<file path="src/rtl/memory_arbiter.sv">
// Two-port memory arbiter: the instruction cache (port 0) and the data cache (port 1)
// share one line-wide memory. The winner holds ownership until it pulses req_done.
module memory_arbiter #(
    parameter int CACHE_LINE_SIZE     = 128,
    parameter int MEMORY_ADDRESS_SIZE = 32
) (
    input  logic                           clk,
    input  logic                           reset,

    input  logic                           req_init_0,
    input  logic                           req_start_0,
    input  logic                           req_done_0,
    input  logic [MEMORY_ADDRESS_SIZE-1:0] req_address_0,
    input  logic                           req_op_0,
    input  logic [CACHE_LINE_SIZE-1:0]     req_data_0,
    output logic                           allow_op_0,
    output logic                           data_ready_0,
    output logic [CACHE_LINE_SIZE-1:0]     data_out_0,

    input  logic                           req_init_1,
    input  logic                           req_start_1,
    input  logic                           req_done_1,
    input  logic [MEMORY_ADDRESS_SIZE-1:0] req_address_1,
    input  logic                           req_op_1,
    input  logic [CACHE_LINE_SIZE-1:0]     req_data_1,
    output logic                           allow_op_1,
    output logic                           data_ready_1,
    output logic [CACHE_LINE_SIZE-1:0]     data_out_1,

    output logic                           mem_enable,
    output logic                           mem_op,
    output logic [MEMORY_ADDRESS_SIZE-1:0] mem_address,
    output logic [CACHE_LINE_SIZE-1:0]     mem_data_in,
    input  logic                           mem_data_ready,
    input  logic [CACHE_LINE_SIZE-1:0]     mem_data_out
);

    typedef enum logic [1:0] {IDLE, GRANT, ACCESS, RESPOND} state_t;

    state_t                         state;
    logic                           owner;
    logic                           last_grant;
    logic                           pick;
    logic [1:0]                     init, start, done, op;
    logic [MEMORY_ADDRESS_SIZE-1:0] address [2];
    logic [CACHE_LINE_SIZE-1:0]     line    [2];
    logic [1:0]                     allow_q, ready_q;
    logic [CACHE_LINE_SIZE-1:0]     rdata_q [2];

    assign init       = {req_init_1,  req_init_0};
    assign start      = {req_start_1, req_start_0};
    assign done       = {req_done_1,  req_done_0};
    assign op         = {req_op_1,    req_op_0};
    assign address[0] = req_address_0;
    assign address[1] = req_address_1;
    assign line[0]    = req_data_0;
    assign line[1]    = req_data_1;

    // On contention the port that was not served last wins.
    assign pick = (init == 2'b11) ? ~last_grant : init[1];

    assign allow_op_0   = allow_q[0];
    assign allow_op_1   = allow_q[1];
    assign data_ready_0 = ready_q[0];
    assign data_ready_1 = ready_q[1];
    assign data_out_0   = rdata_q[0];
    assign data_out_1   = rdata_q[1];

    // NOTE: all state uses non-blocking assignments so every register samples pre-edge values.
    always_ff @(posedge clk) begin
        if (reset) begin
            state       <= IDLE;
            owner       <= 1'b0;
            last_grant  <= 1'b0;
            allow_q     <= '0;
            ready_q     <= '0;
            rdata_q[0]  <= '0;
            rdata_q[1]  <= '0;
            mem_enable  <= 1'b0;
            mem_op      <= 1'b0;
            mem_address <= '0;
            mem_data_in <= '0;
        end else begin
            mem_enable <= 1'b0;
            if (state != IDLE && done[owner]) begin
                allow_q    <= '0;
                ready_q    <= '0;
                last_grant <= owner;
                state      <= IDLE;
            end else begin
                case (state)
                    IDLE: begin
                        if (|init) begin
                            owner   <= pick;
                            allow_q <= pick ? 2'b10 : 2'b01;
                            state   <= GRANT;
                        end
                    end
                    GRANT: begin
                        if (start[owner]) begin
                            mem_address <= address[owner];
                            mem_op      <= op[owner];
                            mem_data_in <= line[owner];
                            mem_enable  <= 1'b1;
                            state       <= ACCESS;
                        end else if (!init[owner]) begin
                            allow_q <= '0;
                            state   <= IDLE;
                        end
                    end
                    ACCESS: begin
                        if (mem_data_ready) begin
                            if (!mem_op) begin
                                rdata_q[owner] <= mem_data_out;
                            end
                            ready_q[owner] <= 1'b1;
                            state          <= RESPOND;
                        end
                    end
                    RESPOND: begin
                        // Dropping start keeps ownership so a writeback can chain into a refill.
                        if (!start[owner]) begin
                            ready_q <= '0;
                            state   <= GRANT;
                        end
                    end
                    default: state <= IDLE;
                endcase
            end
        end
    end

endmodule

</file>
<file path="config.mk">
export PLATFORM = sky130hd
export DESIGN_NAME = memory_arbiter
export DESIGN_NICKNAME = d
export VERILOG_FILES = /design/src/rtl/memory_arbiter.sv
export SDC_FILE = /design/constraint.sdc
export NUM_CORES = 1
export LEC_CHECK = 0
export CAP_MARGIN = 20
export CORE_AREA = 2 2 344 346
export DETAILED_ROUTE_END_ITERATION = 7
export DIE_AREA = 0 0 346 348
export GPL_TIMING_DRIVEN = 1
export PLACE_DENSITY = 0.48
export REMOVE_ABC_BUFFERS = 1
export SYNTH_ARGS = -nofsm -noshare
export SYNTH_HDL_FRONTEND = slang
export SYNTH_SLANG_ARGS = --single-unit
</file>
<file path="constraint.sdc">
create_clock -name clk -period 4.33 [get_ports clk]
set_input_delay 0.866 -clock clk [delete_from_list [all_inputs] [get_ports clk]]
set_output_delay 0.866 -clock clk [all_outputs]
set_load 0.02 [all_outputs]
</file>
**Yosys cells after proc, flatten, opt, wreduce, memory -nomap -nowiden**

Memories as Yosys holds them, arrays and structs flattened.
Index checks and enable logic that the tools add are counted.

- Register bits after elaboration: 170
- RAM bits: 256
- Output and inout port bits: 422
- Logic and storage cells: 85
- Memories: 1

- $lt $le $gt $ge: 3
- Equality and inequality tests: 10
- Multiplexer cells: 42
- Bitwise logic cells: 5
- Reduce and logical (&&, ||, !) cells: 15

Memories:

| memory | depth | width | read ports | clocked after memory_dff | write ports | RTL line | source |
|---|---|---|---|---|---|---|---|
| rdata_q | 2 | 128 | 2 | 0 | 2 | 48 | `logic [CACHE_LINE_SIZE-1:0] rdata_q [2];` |

Operator list:

| operator | count |
|---|---|
| $mux 128 | 4 |
| $reduce_or 128->1 | 1 |
| $mux 32 | 3 |
| $mux 1 | 21 |
| $mux 2 | 10 |
| $ne 2x2->1 const B | 5 |
| $reduce_and 3->1 | 3 |
| $pmux 2 s2 | 2 |
| $pmux 2 s4 | 1 |
| $reduce_and 4->1 | 2 |
| $eq 2x2->1 const B | 3 |
| $reduce_bool 2->1 | 3 |
| $reduce_or 2->1 | 2 |
| $ne 3x3->1 const B | 1 |
| $not 1->1 | 3 |
| $reduce_or 3->1 | 1 |
| $eq 2x1->1 const B | 1 |
| $ge 2x2->1 const B | 1 |
| $logic_and 1x1->1 | 2 |
| $logic_not 2->1 | 1 |
| $lt 1x2->1 const B | 1 |
| $not 1->2 | 1 |
| $or 2x2->2 | 1 |
| $demux 1 s1 | 1 |
| $ge 1x1->1 const B | 1 |

**Depth between registers and ports, before layout**

Gate-level depths: netlist of run 1.

- Depth in word-level cells: 8
- Mapped depth: 8
- Mapped depth without buffers: 6

**Worst setup path after synthesis of run 1**

OpenSTA, ideal clock, no wires.

- Kind: input-to-reg
- Start: input req_done_1
- End: memory rdata_q[0][0] (enable)
- Setup time: 0.433 ns
- Data arrival time: 3.485 ns
- Required time: 3.897 ns
- Path slack: 0.412 ns
- Stages on the path: 5
- Path buffers: 1
- Cells stage by stage: mux2_2 a21oi_4 nor4b_4 clkbuf_1 or2_2

RTL lines:

| element | RTL line | source |
|---|---|---|
| start, declared | 22 | `input logic req_done_1,` |
| end, declared | 48 |  |

==> flow_metrics.py, run 1 <==
metrics = {
    "timing": {
        "slew_viol_final": 0,
        "skew_ns": 0.03045,
        "fmax_mhz": 331.7,
        "worst_pin_slew_ns": 0.7528,
        "slew_headroom": 0.4981,
        "min_period_ns": 3.015,
        "setup_viol": 0,
        "hold_viol": 0,
        "post-route-period-util": 0.6963,
        "fin_tns_setup_ns": 0,
        "rsz0062_at_grt": "no",
    },
    "synth": {
        "synth_cell_types": 35,
        "synthSimpleGateAreaFrac": 0.1410,
        "yosysSeqAreaShare": 0.6520,
        "synth_top_cell_area_share": 0.4519,
        "syn_area_per_cell_sq_um": 12.80,
        "postSynthCellCount": 1329,
        "synth_area_sq_um": 17010,
        "synth-warning-count": 0,
        "synth_xor_area_frac": 0,
        "synthTopCellsByArea": "edfxtp_1 (45%), dfxtp_1 (20%), mux2i_1 (9.6%), and2_1 (9.5%), a211oi_1 (7.2%)",
        "synthAdderAreaFrac": 0.003678,
        "ys_ff_latch": 426,
        "synth_top_family_by_area": "simple AND/OR/NAND/NOR gates",
        "synth_compound_area_frac": 0.07995,
        "muxShareOfSynthArea": 0.09723,
        "yosysTopAreaCell": "edfxtp_1",
    },
    "clocking": {
        "cts_tree": "done",
        "ctsResizeCount": 0,
        "insertion_delay_ns": 0.64,
        "holdBufCountCts": 0,
        "cts_buffers": 55,
        "cts-root-buf": "clkbuf_16",
        "clk_pin_slew_ns": 0.06,
        "cts_max_path_buffers": 3,
        "postCtsSetupRepairBufs": 0,
        "cts.sinks": 426,
        "htreeDepth": 2,
    },
    "critical_path": {
        "r2r_start": "owner",
        "cp-start-kind": "flop",
        "crit_chain": "mux2_2 -> a21oi_4 -> nor4b_4 -> or2_4 -> buf_4",
        "cp-endpoint": "rdata_q[0][98]",
        "arrival_ns": 3.29,
        "ff2ff_path_depth": 5,
        "cp_slowest_cell": "dfxtp_4",
        "reg2reg_slack_ns": 1.32,
        "cp_slowest_stage_delay_ns": 0.75,
        "critPathBufInv": 1,
        "crit_required_ns": 4.61,
        "critical_path_depth": 5,
        "startpoint": "owner",
        "critPathMaxFanout": 36,
        "end_kind": "flop",
        "crit_family": "flip-flops",
        "critical_path_class": "flop to flop",
        "r2r_end": "rdata_q[0][98]",
    },
    "layout": {
        "area.growth.synth_to_final_pct": 72.75,
        "drive_above_1_share": 0.04935,
        "fin_cells": 3778,
        "area.sequential_sq_um": 11090,
        "fin_nets": 2649,
        "multiInputGateArea_sq_um": 5488,
        "fill_cells": 12380,
    },
    "power": {
        "worst_ir_drop_vdd_mv": 0.2928,
        "p_total_mw": 11.77,
        "power_leakage_nw": 10.16,
        "seq_power_share": 0.405,
        "switching_share": 0.2880,
        "combPwrFrac": 0.212,
        "p_clk_frac": 0.383,
        "intPower_mw": 8.380,
        "powerDensity_nw_per_um2": 400.5,
        "power.switching_mw": 3.390,
    },
    "grt": {
        "top_usage_layer": "met2",
        "grt_usage": 0.1379,
        "use_met2": 0.2320,
        "grt-ovfl-total": 0,
        "use_met3": 0.07392,
        "met1_usage": 0.1523,
        "grt_pass1_wl_mm": 115.1,
        "grt_start_max_net_pins": 151,
        "antenna_found_initial": 49,
        "grt_pass1_vias": 13740,
    },
    "routing": {
        "dr.pass1.iters": 4,
        "drt-initial-drc-count": 575,
        "drt_wl_total_mm": 86.01,
        "drt-wirelength-per-cell_microns": 22.77,
        "ant_nets": 0,
        "drc_errors": 0,
        "vias_per_cell": 3.607,
        "vias": 13630,
    },
    "floorplanning": {
        "core_area_sq_um": 117000,
        "die_y_microns": 348,
        "ioPinCount": 881,
        "rows": 126,
        "fp.dieW_microns": 346,
        "dieArea_sq_um": 120400,
        "initial_core_util": 0.1454,
    },
    "run_status": {
        "outcome": "finished clean",
    },
    "placement": {
        "dp.cells": 3664,
        "place.gp.congestion": 0.8111,
        "port_buffers": 880,
        "hpwl_mm": 67.45,
    },
    "flow_run": {
        "maxCapViolations": 0,
    },
    "hold_path": {
        "hold_class": "flop to flop",
    },
}
[stage by stage]
stage                     worst slack [ns]  hold WS [ns]  cell area (sq um)  utilization
final                                1.315        0.4762              29390       0.2512
after global routing                 1.112        0.5084              29370       0.2511
after CTS                            1.223        0.4832              29350       0.2509
after detailed placement            0.8639        0.4674              27620       0.2361
after global placement              0.8500        0.4536              27620       0.2361
after floorplan                     -12.45        0.4547              16590            -
[cells by family after synthesis]
family          after synthesis
simple gates                445
flops                       426
compound gates              182
mux                         165
buf+inv                     106
fa+ha+maj                     5
[worst register-to-register path, stage by stage, from the launching register on]
cell,delay [ns]
dfxtp_4,0.75
mux2_2,0.50
a21oi_4,0.34
nor4b_4,0.35
or2_4,0.20
buf_4,0.44
[worst min-delay path by stage]
stage / from / to / slack (ns) / cells past startpoint
after global placement: ready_q[1] / ready_q[1] / 0.45 / 2
after global routing: mem_address[9] / mem_address[9] / 0.51 / 2
after detailed placement: ready_q[0] / ready_q[0] / 0.47 / 2
final: ready_q[0] / ready_q[0] / 0.48 / 2
after CTS: ready_q[0] / ready_q[0] / 0.48 / 2
after floorplan: last_grant / last_grant / 0.45 / 2
[synth_stat cells (all sizes together)]
| master | n |
|---|---|
| and2 | 257 |
| edfxtp | 256 |
| dfxtp | 170 |
| nor2 | 166 |
| a211oi | 164 |
| mux2i | 163 |
| clkbuf | 61 |
| buf | 39 |
| a21oi | 6 |
| inv | 6 |
| nand2 | 6 |
| ha | 5 |
| a21boi | 3 |
| nor2b | 3 |
| nor4b | 3 |
| o21ai | 3 |
| and3b | 2 |
| mux2 | 2 |
| nor3b | 2 |
| o21a | 2 |
| or2 | 2 |
| a22oi | 1 |
| a31o | 1 |
| a31oi | 1 |
| nand2b | 1 |
| nand3 | 1 |
| nand3b | 1 |
| nor4 | 1 |
| o211ai | 1 |
[metal layers]
metal  vias to the layer above  share of wire
met1                      6338           0.37
met4                        22          0.019
met3                       128           0.13
met2                       632           0.48
met5                         -         0.0016
li1                       6506              -
[power groups by stage]
stage | registers [mW] | logic, mW | clock network (mW)
floorplan | 5.27 | 0.878 | 0
global placement | 4.84 | 2.56 | 0
detailed placement | 4.85 | 2.55 | 0
CTS | 4.77 | 2.56 | 4.72
global route | 4.80 | 2.69 | 4.86
finish | 4.77 | 2.50 | 4.51
[state kept, by name, indices dropped and copies added, names as in the netlist]
name         cells
mem_enable       1
owner            1
state            2
last_grant       1
rdata_q        256
mem_address     32
mem_op           1
allow_q          2
mem_data_in    128
ready_q          2
[placed cells by master, fill, tap and decap left out, types with 4 or more instances in the layout]
| master | synthesis | routed |
|---|---|---|
| clkbuf_1 | 59 | 14 |
| clkinv_1 | 0 | 7 |
| dfxtp_1 | 170 | 169 |
| clkdlybuf4s50_1 | 0 | 879 |
| a21oi_1 | 5 | 5 |
| clkbuf_8 | 0 | 4 |
| ha_1 | 5 | 5 |
| edfxtp_1 | 256 | 256 |
| and2_1 | 257 | 257 |
| diode_2 | 0 | 13 |
| clkinv_2 | 0 | 12 |
| buf_4 | 1 | 8 |
| nand2_1 | 6 | 6 |
| mux2i_1 | 163 | 163 |
| nor2_1 | 166 | 166 |
| buf_12 | 0 | 11 |
| a211oi_1 | 163 | 163 |
| inv_1 | 6 | 6 |
| clkbuf_16 | 0 | 55 |
[layout make-up]
class	instances	area share
Sequential cell	426	0.3775
Tap cell	1536	0.06540
Multi-Input combinational cell	797	0.1867
Clock inverter	28	0.008643
Clock buffer	73	0.05050
Timing Repair Buffer	899	0.3093
Inverter	6	0.0007664
Antenna cell	13	0.001107
No activity file was read; power rests on OpenSTA's default activity.
==> run 2: changes to the inputs <==
--- a/config.mk
+++ b/config.mk
@@ -6,11 +6,11 @@
 export NUM_CORES = 1
 export LEC_CHECK = 0
 export CAP_MARGIN = 20
-export CORE_AREA = 2 2 344 346
+export CORE_AREA = 2 2 342 344
 export DETAILED_ROUTE_END_ITERATION = 7
-export DIE_AREA = 0 0 346 348
+export DIE_AREA = 0 0 344 346
 export GPL_TIMING_DRIVEN = 1
-export PLACE_DENSITY = 0.48
+export PLACE_DENSITY = 0.49
 export REMOVE_ABC_BUFFERS = 1
 export SYNTH_ARGS = -nofsm -noshare
 export SYNTH_HDL_FRONTEND = slang
==> constraint.sdc (replaced) <==
create_clock -name clk -period 2.7 [get_ports clk]
set_input_delay 0.54 -clock clk [delete_from_list [all_inputs] [get_ports clk]]
set_output_delay 0.54 -clock clk [all_outputs]
set_load 0.02 [all_outputs]
==> run 2 against run 1 <==
Against the previous run:
- total power grew 57%
- combinational power up 68%
- largest cell class unchanged
- sequential share of layout area shrank 0.46 points
- critical path depth down 4
- largest power group unchanged
- flip-flop and latch count unchanged
==> flow_metrics.py, run 2 (synthesis results as in run 1) <==
metrics = {
    "run_status": {
        "outcome": "finished clean",
    },
    "critical_path": {
        "crit_required_ns": 2.16,
        "critical_path_depth": 1,
        "ff2ff_path_depth": 7,
        "end_kind": "output port",
        "crit_family": "buffers and inverters",
        "cp-start-kind": "flop",
        "r2r_start": "owner",
        "cp_slowest_stage_delay_ns": 0.91,
        "critical_path_class": "flop to output port",
        "crit_chain": "clkdlybuf4s50_1",
        "startpoint": "mem_address[20]",
        "arrival_ns": 1.87,
        "critPathBufInv": 1,
        "cp_slowest_cell": "clkdlybuf4s50_1",
        "reg2reg_slack_ns": 0.54,
        "critPathMaxFanout": 2,
    },
    "layout": {
        "fin_nets": 2704,
        "stdcell_area_sq_um": 29750,
        "layout_common_cells": "clkdlybuf4s50_1 (879), and2_1 (257), edfxtp_1 (256)",
        "final_common_cell": "clkdlybuf4s50_1",
        "drive_above_1_share": 0.06678,
        "fin_cells": 3807,
        "top_regs": "rdata_q x256, mem_data_in x128, mem_address x32",
        "largest_register": "rdata_q",
        "largest_register_ffs": 256,
        "area.growth.synth_to_final_pct": 74.88,
    },
    "clocking": {
        "postCtsSetupRepairBufs": 0,
        "clk_pin_slew_ns": 0.05,
        "ctsResizeCount": 0,
        "htreeDepth": 2,
        "cts_buffers": 53,
        "cts_max_path_buffers": 3,
        "cts-root-buf": "clkbuf_16",
        "insertion_delay_ns": 0.61,
        "cts_tree": "done",
        "cts.sinks": 426,
        "holdBufCountCts": 0,
    },
    "placement": {
        "dp.cells": 3709,
        "port_buffers": 880,
        "hpwl_mm": 71.51,
        "placed_cell_area_sq_um": 28150,
        "place.gp.congestion": 0.8130,
    },
    "timing": {
        "setup_viol": 0,
        "slew_headroom": 0.5732,
        "slew_viol_final": 0,
        "worst_pin_slew_ns": 0.6381,
        "hold_viol": 0,
        "fmax_mhz": 414.6,
        "min_period_ns": 2.412,
        "skew_ns": 0.01694,
        "fin_tns_setup_ns": 0,
        "rsz0062_at_grt": "no",
        "post-route-period-util": 0.8932,
        "timing.hold.ws_ns": 0.4735,
    },
    "hold_path": {
        "hold_depth": 3,
        "hold_class": "input port to flop",
        "min_from": "reset",
    },
    "floorplanning": {
        "ioPinCount": 881,
        "initial_core_util": 0.1474,
        "core_area_sq_um": 115400,
        "die_y_microns": 346,
        "rows": 125,
        "dieArea_sq_um": 119000,
        "fp.dieW_microns": 344,
    },
    "routing": {
        "drt_wl_total_mm": 85.96,
        "drt-initial-drc-count": 638,
        "vias": 13860,
        "dr.pass1.iters": 4,
        "ant_nets": 0,
        "drt-wirelength-per-cell_microns": 22.58,
        "vias_per_cell": 3.641,
        "drc_errors": 0,
    },
    "grt": {
        "grt_pass1_vias": 14020,
        "grt_pass1_wl_mm": 114.7,
        "grt-ovfl-total": 0,
        "grt_start_max_net_pins": 99,
        "antenna_found_initial": 41,
        "grt_usage": 0.1386,
    },
    "power": {
        "p_total_mw": 18.53,
        "worst_ir_drop_vdd_mv": 0.4174,
        "power_leakage_nw": 10.40,
        "powerDensity_nw_per_um2": 623.0,
    },
    "flow_run": {
        "maxCapViolations": 0,
    },
}
==> run 2: changes by cell type in the layout (fill, tap and decap cells not counted), moves of 3 or more <==
cell / delta
buf_12: +10
buf_4: +47
clkbuf_1: +3
clkbuf_8: -3
clkinv_2: -7
diode_2: -6
==> run 2: power breakdown <==
group,internal [mW],switching [mW]
logic,2.02,2.16
clock network,3.89,2.82
registers,7.36,0.275
total,13.3,5.25
==> run 2: path summary, 6_finish.rpt <==
path | to
max | mem_address[20]
min | owner
max reg2reg | rdata_q[0][115]
min reg2reg | ready_q[0]
==> run 2: per-layer routing <==
layer  routed length [microns]  vias to the layer above  share of wire  global-route usage
met5                       113                        -         0.0013                   0
li1                          -                     6594              -                   -
met3                     10360                      123           0.12             0.06977
met4                      1245                       18          0.014             0.02023
met2                     41160                      622           0.48              0.2366
met1                     33090                     6503           0.38              0.1568
==> run 2: layout make-up <==
cell class / instances / area (sq um)
fillers: 12170 / 85670
flip-flops and latches: 426 / 11090
repair buffers: 956 / 9643
multi-input cells: 797 / 5488
well taps: 1524 / 1907
clock buffers: 71 / 1404
clock inverters: 20 / 173.9
inverters: 6 / 22.52
diodes: 7 / 17.52
==> run 2: stage by stage <==
step                      setup WS [ns]  utilization
after detailed placement       -0.07328       0.2439
after CTS                        0.1514       0.2576
after floorplan                  -14.08            -
final                            0.2883       0.2577
after global placement         -0.04461       0.2439
after global routing            0.06804       0.2576
==> run 3: changes to the inputs <==
--- a/config.mk
+++ b/config.mk
@@ -10,7 +10,7 @@
 export DETAILED_ROUTE_END_ITERATION = 7
 export DIE_AREA = 0 0 344 346
 export GPL_TIMING_DRIVEN = 1
-export PLACE_DENSITY = 0.49
+export PLACE_DENSITY = 0.47
 export REMOVE_ABC_BUFFERS = 1
 export SYNTH_ARGS = -nofsm -noshare
 export SYNTH_HDL_FRONTEND = slang
==> run 3 against run 2 <==
Against the previous run:
- cell count increased by 0.79%
- clock skew grew 0.0060 ns
- global-route usage shrank 0.073 points
- final area increased by 1.7%
- maximum frequency is 0.17% higher
- first-iteration DRC count is 6.6% lower
- largest power group unchanged
==> flow_metrics.py, run 3 (synthesis results as in run 1) <==
metrics = {
    "run_status": {
        "outcome": "finished clean",
    },
    "layout": {
        "final_common_cell": "clkdlybuf4s50_1",
        "fill_cells": 12110,
        "largest_register_ffs": 256,
        "area.sequential_sq_um": 11090,
        "stdcell_area_sq_um": 30260,
        "layout_common_cells": "clkdlybuf4s50_1 (878), and2_1 (257), edfxtp_1 (256)",
        "largest_register": "rdata_q",
        "fin_cells": 3837,
        "drive_above_1_share": 0.07800,
        "area.growth.synth_to_final_pct": 77.88,
        "multiInputGateArea_sq_um": 5488,
        "top_regs": "rdata_q x256, mem_data_in x128, mem_address x32",
        "fin_nets": 2717,
    },
    "timing": {
        "post-route-period-util": 0.8917,
        "fin_tns_setup_ns": 0,
        "skew_ns": 0.02292,
        "rsz0062_at_grt": "no",
        "worst_pin_slew_ns": 0.7016,
        "slew_headroom": 0.5323,
        "timing.hold.ws_ns": 0.4281,
        "setup_viol": 0,
        "fmax_mhz": 415.4,
        "hold_viol": 0,
        "min_period_ns": 2.408,
        "slew_viol_final": 0,
    },
    "routing": {
        "drt_wl_total_mm": 84.91,
        "ant_nets": 0,
        "vias": 13830,
        "dr.pass1.iters": 6,
        "drt-wirelength-per-cell_microns": 22.13,
        "drc_errors": 0,
        "vias_per_cell": 3.603,
        "drt-initial-drc-count": 596,
    },
    "power": {
        "power_leakage_nw": 10.61,
        "powerDensity_nw_per_um2": 627.1,
        "worst_ir_drop_vdd_mv": 0.4028,
        "p_total_mw": 18.97,
    },
    "critical_path": {
        "cp_slowest_cell": "clkdlybuf4s50_1",
        "critical_path_class": "flop to output port",
        "critPathBufInv": 1,
        "cp_slowest_stage_delay_ns": 0.70,
        "arrival_ns": 1.87,
        "crit_chain": "clkdlybuf4s50_1",
        "end_kind": "output port",
        "cp-start-kind": "flop",
        "crit_required_ns": 2.16,
        "crit_family": "buffers and inverters",
        "critPathMaxFanout": 4,
    },
    "grt": {
        "grt_start_max_net_pins": 88,
        "met1_usage": 0.1510,
        "antenna_found_initial": 44,
        "grt-ovfl-total": 0,
        "grt_pass1_vias": 14010,
        "top_usage_layer": "met2",
        "grt_pass1_wl_mm": 113.9,
        "use_met2": 0.2337,
        "use_met3": 0.06824,
        "grt_usage": 0.1379,
    },
    "hold_path": {
        "hold_class": "input port to flop",
    },
    "placement": {
        "hpwl_mm": 69.57,
        "placed_cell_area_sq_um": 28500,
        "place.gp.congestion": 0.7957,
        "dp.cells": 3724,
        "port_buffers": 880,
    },
    "floorplanning": {
        "dieArea_sq_um": 119000,
        "core_area_sq_um": 115400,
        "rows": 125,
        "fp.dieW_microns": 344,
        "die_y_microns": 346,
        "initial_core_util": 0.1474,
        "ioPinCount": 881,
    },
    "clocking": {
        "ctsResizeCount": 0,
        "cts.sinks": 426,
        "cts_max_path_buffers": 3,
        "insertion_delay_ns": 0.63,
        "htreeDepth": 2,
        "cts_tree": "done",
        "cts_buffers": 51,
        "cts-root-buf": "clkbuf_16",
        "clk_pin_slew_ns": 0.06,
        "postCtsSetupRepairBufs": 0,
        "holdBufCountCts": 0,
    },
    "flow_run": {
        "maxCapViolations": 0,
    },
}
==> run 3: changes by cell type in the layout (fill, tap and decap cells not counted), moves of 3 or more <==
| cell | previous run | this run |
|---|---|---|
| buf_12 | 21 | 40 |
| clkinv_2 | 5 | 9 |
| clkbuf_1 | 17 | 12 |
| clkbuf_8 | 1 | 5 |
| buf_4 | 55 | 52 |
| diode_2 | 7 | 18 |
==> run 3: routing by layer <==
| layer | vias to the layer above | part of all wire |
|---|---|---|
| met4 | 12 | 0.022 |
| li1 | 6652 | - |
| met1 | 6433 | 0.38 |
| met5 | - | 0.00097 |
| met2 | 610 | 0.48 |
| met3 | 119 | 0.12 |
==> run 3: metrics by stage <==
stage / util / setup slack (ns)
CTS: 0.2618 / 0.1579
finish: 0.2622 / 0.2924
floorplan: - / -14.08
global placement: 0.2469 / -0.1873
global route: 0.2620 / 0.1400
detailed placement: 0.2469 / -0.1678
==> run 3: worst paths after layout <==
kind	from	end	slack, ns	cells after the start
hold reg to reg	ready_q[0]	ready_q[0]	0.47	2
setup / recovery	mem_op	mem_op	0.29	1
setup reg to reg	owner	rdata_q[0][103]	0.34	7
hold / removal	reset	allow_q[0]	0.43	4
==> run 3: layout make-up <==
type	count	area share
Tap cell	1524	0.06301
Antenna cell	18	0.001489
Sequential cell	426	0.3666
Inverter	6	0.0007443
Clock buffer	69	0.04676
Timing Repair Buffer	971	0.3302
Multi-Input combinational cell	797	0.1814
Clock inverter	26	0.009841
==> run 3: worst min-delay path: cells and delay by family <==
kind	cells	cell delay, ns
buf+inv	2	0.30
compound gates	2	0.16
==> run 3: report_power, final <==
group,leakage [nW],internal [mW],switching [mW]
Sequential,4.03,7.36,0.277
Clock,0.842,4.17,2.97
Combinational,5.74,2.07,2.13
Total,10.6,13.6,5.37
